==> src/rtl/uart_tx_arbiter.sv <==
`default_nettype none
// ============================================================================
// Module      : uart_tx_arbiter
// Description : Two-requester byte arbiter driving a single 8N1 UART
//               transmitter. Requesters present a byte with req_valid; the
//               arbiter picks one (round robin on last_grant), pulses its
//               req_ready for one clock, then shifts the byte out on ser_tx.
//               Optional line lock keeps the line with one requester until
//               it sends 0x0A or stays idle for LOCK_TIMEOUT clocks.
// Ports       : clk        - single clock, rising edge
//               rst_n      - synchronous active-low reset
//               req_valid  - [1:0] per-requester byte valid
//               req_data   - [15:0] bytes, [7:0] req 0, [15:8] req 1
//               req_ready  - [1:0] one-hot acceptance pulse (registered)
//               ser_tx     - serial line, idle high (registered)
//               busy       - high during START/DATA/STOP (registered)
//               grant_id   - requester owning current/most recent frame
//               locked     - line lock active (0 when lock compiled out)
// Config      : define UART_ARB_LINE_LOCK_EN to build the line lock feature.
// Revision    : 1.0 - initial release
// ============================================================================
module uart_tx_arbiter #(
    parameter int CLKS_PER_BIT = 5,
    parameter int LOCK_TIMEOUT = 64
) (
    input  logic        clk,
    input  logic        rst_n,
    input  logic [1:0]  req_valid,
    input  logic [15:0] req_data,
    output logic [1:0]  req_ready,
    output logic        ser_tx,
    output logic        busy,
    output logic        grant_id,
    output logic        locked
);

    localparam logic [1:0]  c_IDLE      = 2'd0;
    localparam logic [1:0]  c_START     = 2'd1;
    localparam logic [1:0]  c_DATA      = 2'd2;
    localparam logic [1:0]  c_STOP      = 2'd3;
    localparam logic [7:0]  c_BAUD_LAST = 8'(CLKS_PER_BIT - 1);
    localparam logic [15:0] c_LOCK_LAST = 16'(LOCK_TIMEOUT - 1);
    localparam logic [7:0]  c_NEWLINE   = 8'h0A;

    logic [1:0] r_state;
    logic [7:0] r_baud;
    logic [2:0] r_bit;
    logic [7:0] r_shift;
    logic [1:0] r_req_ready;
    logic       r_ser_tx;
    logic       r_busy;
    logic       r_grant_id;
    logic       r_last_grant;

    logic [1:0] w_elig;
    logic       w_sel;
    logic [7:0] w_byte;
    logic       w_idle_free;
    logic       w_stop_end;
    logic       w_accept;

    // An IDLE cycle that still shows a req_ready pulse is the acceptance
    // cycle of an already-chosen byte; it launches START and must not
    // arbitrate again.
    assign w_idle_free = (r_state == c_IDLE) && (r_req_ready == 2'b00);
    assign w_stop_end  = (r_state == c_STOP) && (r_baud == c_BAUD_LAST);

    // The arbitration sample for the next frame is taken on the edge that
    // leaves STOP, so the req_ready cycle is the only IDLE clock between
    // back-to-back frames (frame-to-frame spacing 10*CLKS_PER_BIT + 1).
    assign w_accept = (w_idle_free || w_stop_end) && (w_elig != 2'b00);

    // Both eligible: alternate away from the previous winner.
    assign w_sel  = (&w_elig) ? ~r_last_grant : w_elig[1];
    assign w_byte = w_sel ? req_data[15:8] : req_data[7:0];

`ifdef UART_ARB_LINE_LOCK_EN
    logic        r_locked;
    logic        r_owner;
    logic [15:0] r_lock_timer;
    logic        w_owner_valid;

    assign w_owner_valid = r_owner ? req_valid[1] : req_valid[0];
    assign w_elig = !r_locked ? req_valid :
                    (r_owner ? {req_valid[1], 1'b0} : {1'b0, req_valid[0]});

    always_ff @(posedge clk) begin
        if (!rst_n) begin
            r_locked     <= 1'b0;
            r_owner      <= 1'b0;
            r_lock_timer <= '0;
        end else if (w_accept) begin
            r_lock_timer <= '0;
            if (w_byte != c_NEWLINE) begin
                r_locked <= 1'b1;
                r_owner  <= w_sel;
            end else if (r_locked && (w_sel == r_owner)) begin
                r_locked <= 1'b0;
            end
        end else if (r_locked && w_idle_free && !w_owner_valid) begin
            // Only consecutive idle clocks with the owner quiet count.
            if (r_lock_timer == c_LOCK_LAST) begin
                r_locked     <= 1'b0;
                r_lock_timer <= '0;
            end else begin
                r_lock_timer <= r_lock_timer + 16'd1;
            end
        end else begin
            r_lock_timer <= '0;
        end
    end

    assign locked = r_locked;
`else
    logic w_unused_lock_cfg;

    assign w_elig            = req_valid;
    assign locked            = 1'b0;
    assign w_unused_lock_cfg = ^c_LOCK_LAST;
`endif

    always_ff @(posedge clk) begin
        if (!rst_n) begin
            r_state      <= c_IDLE;
            r_baud       <= '0;
            r_bit        <= '0;
            r_shift      <= '0;
            r_req_ready  <= 2'b00;
            r_ser_tx     <= 1'b1;
            r_busy       <= 1'b0;
            r_grant_id   <= 1'b0;
            r_last_grant <= 1'b1;
        end else begin
            r_req_ready <= 2'b00;
            case (r_state)
                c_IDLE: begin
                    if (r_req_ready != 2'b00) begin
                        r_state  <= c_START;
                        r_baud   <= '0;
                        r_bit    <= '0;
                        r_ser_tx <= 1'b0;
                        r_busy   <= 1'b1;
                    end
                end
                c_START: begin
                    if (r_baud == c_BAUD_LAST) begin
                        r_baud   <= '0;
                        r_state  <= c_DATA;
                        r_ser_tx <= r_shift[0];
                    end else begin
                        r_baud <= r_baud + 8'd1;
                    end
                end
                c_DATA: begin
                    if (r_baud == c_BAUD_LAST) begin
                        r_baud <= '0;
                        if (r_bit == 3'd7) begin
                            r_bit    <= '0;
                            r_state  <= c_STOP;
                            r_ser_tx <= 1'b1;
                        end else begin
                            r_bit    <= r_bit + 3'd1;
                            r_shift  <= {1'b0, r_shift[7:1]};
                            r_ser_tx <= r_shift[1];
                        end
                    end else begin
                        r_baud <= r_baud + 8'd1;
                    end
                end
                default: begin
                    if (r_baud == c_BAUD_LAST) begin
                        r_baud  <= '0;
                        r_state <= c_IDLE;
                        r_busy  <= 1'b0;
                    end else begin
                        r_baud <= r_baud + 8'd1;
                    end
                end
            endcase

            if (w_accept) begin
                r_req_ready  <= w_sel ? 2'b10 : 2'b01;
                r_shift      <= w_byte;
                r_grant_id   <= w_sel;
                r_last_grant <= w_sel;
            end
        end
    end

    assign req_ready = r_req_ready;
    assign ser_tx    = r_ser_tx;
    assign busy      = r_busy;
    assign grant_id  = r_grant_id;

endmodule
`default_nettype wire

==> config.mk <==
export PLATFORM = sky130hd
export DESIGN_NAME = uart_tx_arbiter
export DESIGN_NICKNAME = d
export VERILOG_FILES = /design/src/rtl/uart_tx_arbiter.sv
export SDC_FILE = /design/constraint.sdc
export NUM_CORES = 1
export LEC_CHECK = 0
export CORE_ASPECT_RATIO = 1.1
export CORE_MARGIN = 5
export CORE_UTILIZATION = 56
export CTS_CLUSTER_SIZE = 40
export DETAILED_ROUTE_END_ITERATION = 16
export GPL_ROUTABILITY_DRIVEN = 0
export PLACE_DENSITY = 0.83
export SYNTH_ARGS = -nofsm -noshare
export SYNTH_HDL_FRONTEND = slang
export SYNTH_SLANG_ARGS = --single-unit
==> constraint.sdc <==
create_clock -name clk -period 3 [get_ports clk]
set_input_delay 0.6 -clock clk [delete_from_list [all_inputs] [get_ports clk]]
set_output_delay 0.6 -clock clk [all_outputs]
set_load 0.02 [all_outputs]
==> impl_metrics.csv, run 1 <==
group,metric,value,unit
route,post_drt_wl_per_cell,16.2,microns
power_and_ir_drop,clkPwrFrac,0.114,
route,top_layer,"met4",
route,dr_wl_met3,189,microns
clocking,cts_tree,"done",
final_layout,flow.area_growth_from_synthesis,18.5,%
clocking,clock_latency,0.33,ns
logic_synthesis,synth_cells,170,
final_layout,regArea,541,sq um
sta,rsz0062_at_grt,"no",
sta,finalSetupViolCount,0,
critical_path,ff2ff_setup_slack,0.55,ns
final_layout,diodes,0,
power_and_ir_drop,p_int,0.000792,W
logic_synthesis,ys_ff_latch,27,
logic_synthesis,async_flop_share,0,
route,ant_nets,0,
power_and_ir_drop,switching_share,0.423,
clocking,cts-root-buf,"clkbuf_4",
route,drt-total-wl,3.62,mm
route,via_per_inst,6.30,
grt,grt_usage,0.200,
logic_synthesis,synth_edf_count,0,
final_layout,fillers,223,
sta,min_period,2.45,ns
logic_synthesis,yosysWarnings,0,
critical_path,critPathMaxFanout,12,
route,drt_first_pass_iters,4,
grt,grt_pass1_vias,1392,
critical_path,critPathKind,"flop to flop",
power_and_ir_drop,irDropWorstVdd,0.424,mV
critical_path,endpoint_kind,"flop",
floorplanning,die-area,3920,sq um
clocking,numCtsBuffers,3,
placed_design,port-buffer-count,24,
floorplanning,ios,26,
floorplanning,coreArea,2700,sq um
clocking,clock_sinks,27,
logic_synthesis,avgSynthCellArea,9.11,sq um
critical_path,arrival,2.65,ns
critical_path,required,3.20,ns
clocking,cts.path.max_buffers,2,
sta,fmax,0.408,GHz
placed_design,post-place-ws,0.660,ns
sta,tightest_slew,0.797,ns
grt,grt_overflow,0,
min_path,hold_class,"flop to flop",
floorplanning,start_util,0.573,
final_layout,layout_common_cells,"27 x dfxtp_1, 24 x clkdlybuf4s50_1, 10 x a21oi_1, 10 x mux2i_1, 9 x ha_1",
final_layout,multiInputGateArea,927,sq um
floorplanning,die_y,65.2,microns
power_and_ir_drop,p_leak,0.790,nW
clocking,htree_levels,1,
sta,fin_skew,0.00533,ns
route,wl_met2,1.75,mm
run,cap_viol_max_count,0,
power_and_ir_drop,cellPowerDensity,748,nW/um^2
sta,finalCritPeriodShare,0.816,
clocking,holdBufCountCts,0,
logic_synthesis,synth_cell_type_count,44,
sta,slew_viol_final,0,
power_and_ir_drop,p_comb_frac,0.520,
route,drt_iter0_drc,70,
logic_synthesis,yosysSeqAreaShare,0.349,
logic_synthesis,netlist_area,1550,sq um
route,vias,1411,
logic_synthesis,ys.flop_type,"dfxtp_1",
clocking,path_clk_slew,0.14,ns
route,wl_met1,1.59,mm
grt,grt_max_degree,19,
grt,grt_first_pass_wirelength,6.08,mm
floorplanning,rows,20,
critical_path,cp-start-kind,"flop",
final_layout,final_common_cell,"dfxtp_1",
sta,worst_slack,0.551,ns
sta,hold_viol,0,
power_and_ir_drop,p_switching,0.000581,W
run_status,status,"completed",
final_layout,nets,221,
floorplanning,chipWidth,60.1,microns
route,drt_drc_violations_left,0,
clocking,postCtsSetupBuffers,0,
sta,fin_tns_setup,0,ns
sta,maxSlewHeadroom,0.466,
clocking,cts_resized,0,
grt,antenna_found_initial,0,
power_and_ir_drop,seq_power_share,0.366,
final_layout,drive_above_1_share,0.0681,
placed_design,hpwl,2.71,mm
logic_synthesis,syn_nets,199,
[layer usage]
| metal | GRT usage | vias to the layer above |
|---|---|---|
| met5 | 0 | - |
| met4 | 0.105 | 0 |
| met3 | 0.0393 | 11 |
| met2 | 0.327 | 54 |
| met1 | 0.242 | 657 |
| li1 | - | 689 |
[stage by stage]
| step | hold slack [ns] | instance area, sq um | utilization | power [W] | std cells |
|---|---|---|---|---|---|
| after floorplan | 0.438 | 1550 | - | 0.00101 | 170 |
| after global placement | 0.446 | 1810 | 0.669 | 0.00117 | 220 |
| after detailed placement | 0.467 | 1810 | 0.669 | 0.00121 | 220 |
| after CTS | 0.497 | 1840 | 0.679 | 0.00137 | 224 |
| after global routing | 0.524 | 1840 | 0.679 | 0.00147 | 224 |
| final | 0.491 | 1840 | 0.679 | 0.00137 | 224 |
[state kept, by name (all words and copies together) (netlist names)]
| signal | cells |
|---|---|
| grant_id | 1 |
| r_shift | 8 |
| r_bit | 3 |
| r_state | 2 |
| req_ready | 2 |
| ser_tx | 1 |
| r_last_grant | 1 |
| busy | 1 |
| r_baud | 8 |
[worst max-delay path: stages (launching register included)]
cell,delay [ns]
dfxtp_1,0.37
inv_1,0.13
ha_1,0.34
nor3b_2,0.49
a31oi_1,0.27
a2111oi_0,0.62
a211oi_1,0.10
[cell families after synthesis]
logic type | count (synthesis) | share of synthesized area
AOI/OAI and AO/OA | 52 | 0.254
adders and majority gates | 9 | 0.0727
buffers and inverters | 18 | 0.0525
DFF | 27 | 0.349
muxes | 10 | 0.0646
other | 1 | 0.00242
and+or+nand+nor | 53 | 0.205
[cell usage after synthesis (2+ instances only)]
cell	number	area share
dfxtp_1	27	0.35
a21oi_1	10	0.032
mux2i_1	10	0.065
ha_1	9	0.073
clkbuf_1	8	0.019
nand3_1	8	0.026
nor2b_1	8	0.032
a2111oi_0	7	0.040
a211oi_1	7	0.034
nand2_1	7	0.017
nor3_1	7	0.023
inv_1	6	0.015
nor2_1	6	0.015
and3_1	5	0.020
o211a_1	3	0.019
o21ai_0	3	0.0097
or3_1	3	0.012
a21o_1	2	0.0097
a311oi_1	2	0.011
a41oi_1	2	0.011
buf_2	2	0.0065
nor3b_2	2	0.016
o211ai_1	2	0.0097
o21a_1	2	0.0097
o31a_1	2	0.011
o32ai_1	2	0.011
[power groups by stage]
stage / Sequential, W / Combinational, W / Clock (W)
after floorplan: 0.000516 / 0.000498 / 0
after global placement: 0.000504 / 0.000670 / 0
after detailed placement: 0.000511 / 0.000701 / 0
after CTS: 0.000502 / 0.000707 / 0.000161
after global routing: 0.000513 / 0.000789 / 0.000170
final: 0.000503 / 0.000714 / 0.000156
[final timing paths]
check / to / from / depth (start not counted)
worst max-delay path: r_shift[0] / r_state[0] / 6
worst min register to register: busy / busy / 1
worst min-delay path: busy / busy / 1
worst max register to register: r_shift[0] / r_state[0] / 6
[final cells by class]
| cell class | count | share of cell area |
|---|---|---|
| Clock buffer | 4 | 0.0143 |
| Multi-Input combinational cell | 125 | 0.505 |
| Timing Repair Buffer | 29 | 0.151 |
| Sequential cell | 27 | 0.294 |
| Inverter | 6 | 0.0123 |
| Tap cell | 33 | 0.0225 |
Note: power is estimated with default switching activity, not from simulation.
==> inputs of run 2 (changes only) <==
Settings changed: CORE_UTILIZATION 56 to 52, PLACE_DENSITY 0.83 to 0.78.
Clock period 3 ns to 2.34 ns, I/O delays scaled along.
==> impl_metrics.csv, run 2 (synthesis results as in run 1) <==
group,metric,value,unit
sta,tightest_slew,0.664,ns
critical_path,required,2.58,ns
placed_design,hpwl,2.64,mm
final_layout,drive_above_1_share,0.0928,
critical_path,cp-endpoint,"r_baud[6]",
critical_path,critPathKind,"flop to flop",
clocking,postCtsSetupBuffers,0,
run,cap_viol_max_count,0,
grt,grt_use_met3,0.0325,
sta,slew_viol_final,0,
min_path,min_path_cells,2,
sta,finalCritPeriodShare,0.871,
final_layout,flow.area_growth_from_synthesis,20.4,%
grt,grt_overflow,0,
grt,grt_pass1_vias,1338,
route,drt_first_pass_iters,4,
floorplanning,die-area,4170,sq um
sta,maxSlewHeadroom,0.557,
final_layout,final_cell_area,1870,sq um
critical_path,critPathMaxFanout,8,
clocking,htree_levels,1,
critical_path,r2r-end,"r_baud[6]",
placed_design,port-buffer-count,24,
clocking,clock_latency,0.33,ns
sta,fin_skew,0.00548,ns
placed_design,dpl-instance-area,1830,sq um
critical_path,arrival,2.28,ns
route,drt-total-wl,3.51,mm
clocking,numCtsBuffers,3,
power_and_ir_drop,cellPowerDensity,976,nW/um^2
grt,groute.layer.met1.usage,0.247,
critical_path,crit_start,"r_baud[0]",
critical_path,endpoint_kind,"flop",
route,post_drt_wl_per_cell,15.5,microns
sta,fin_tns_setup,0,ns
final_layout,layout_common_cells,"27 x dfxtp_1, 24 x clkdlybuf4s50_1, 10 x a21oi_1, 10 x mux2i_1, 9 x ha_1",
sta,finalSetupViolCount,0,
clocking,cts_tree,"done",
clocking,cts.path.max_buffers,2,
final_layout,layout.cells.non_filler,227,
sta,hold_viol,0,
final_layout,nets,224,
final_layout,diodes,0,
grt,busiest_layer,"met2",
floorplanning,chipWidth,62.0,microns
final_layout,final_common_cell,"dfxtp_1",
grt,grt_first_pass_wirelength,6.10,mm
power_and_ir_drop,p_leak,0.808,nW
clocking,cts_resized,0,
floorplanning,die_y,67.2,microns
min_path,hp-start,"r_bit[1]",
route,drt_drc_violations_left,0,
grt,grt_util_met2,0.306,
sta,holdWs,0.472,ns
power_and_ir_drop,irDropWorstVdd,0.876,mV
floorplanning,rows,20,
grt,grt_usage,0.192,
clocking,path_clk_slew,0.15,ns
placed_design,dp_cells,223,
floorplanning,start_util,0.548,
route,drt_iter0_drc,65,
critical_path,ff2ff_setup_slack,0.30,ns
grt,grt_max_degree,19,
route,via_per_inst,6.08,
power_and_ir_drop,total_power,0.00182,W
critical_path,cp-start-kind,"flop",
sta,min_period,2.04,ns
final_layout,reg_top3,"r_baud (8), r_shift (8), r_bit (3)",
final_layout,multiInputGateArea,933,sq um
final_layout,regArea,541,sq um
clocking,cts-root-buf,"clkbuf_4",
sta,fmax,0.491,GHz
sta,rsz0062_at_grt,"no",
clocking,holdBufCountCts,0,
clocking,clock_sinks,27,
floorplanning,coreArea,2830,sq um
critical_path,rr_worst_depth,7,
route,ant_nets,0,
grt,antenna_found_initial,0,
route,vias,1381,
min_path,hold_class,"flop to flop",
floorplanning,ios,26,
critical_path,reg2reg_from,"r_baud[0]",
run_status,status,"completed",
final_layout,fillers,247,
## run 2: cell count changes in the layout (fill, tap and decap cells not counted), sizes merged
cell    delta
buf        +3
clkbuf     -1
clkinv     +1
## run 2: layout make-up
class | instances | share of cell area
Multi-Input combinational cell | 125 | 0.500
Clock inverter | 1 | 0.00268
Clock buffer | 3 | 0.0121
Tap cell | 33 | 0.0221
Inverter | 6 | 0.0121
Sequential cell | 27 | 0.290
Timing Repair Buffer | 32 | 0.161
## run 2: critical path, stage by stage, from the launching register on
cell and delay [ns]:
dfxtp_1 0.40, inv_1 0.09, ha_1 0.20, nor4b_4 0.14, buf_4 0.17, a21oi_1 0.52
nand2_1 0.12, a311oi_1 0.31
## run 2: power breakdown
group,switching [W],leakage (nW),internal [W],total (W)
Clock,0.000145,0.0177,0.0000643,0.000209
Sequential,0.0000735,0.221,0.000570,0.000643
Combinational,0.000542,0.569,0.000427,0.000969
Total,0.000760,0.808,0.00106,0.00182
## run 2: worst min path at each step
stage | to | slack, ns
final | r_bit[1] | 0.47
after global routing | r_bit[2] | 0.50
after CTS | r_bit[1] | 0.48
after detailed placement | busy | 0.45
after global placement | r_bit[1] | 0.45
after floorplan | r_bit[1] | 0.44
## run 2: layer usage
layer  routed length, microns  vias up  share of wire
met5                        0        -              0
met4                       40        0          0.011
met3                      153        4          0.044
met2                     1750       36           0.50
met1                     1570      647           0.45
li1                         -      694              -
## run 2: per-stage QoR
step | setup slack (ns) | util
CTS | 0.145 | 0.658
global placement | 0.213 | 0.648
detailed placement | 0.182 | 0.648
global route | 0.164 | 0.660
finish | 0.303 | 0.660
floorplan | 0.430 | -
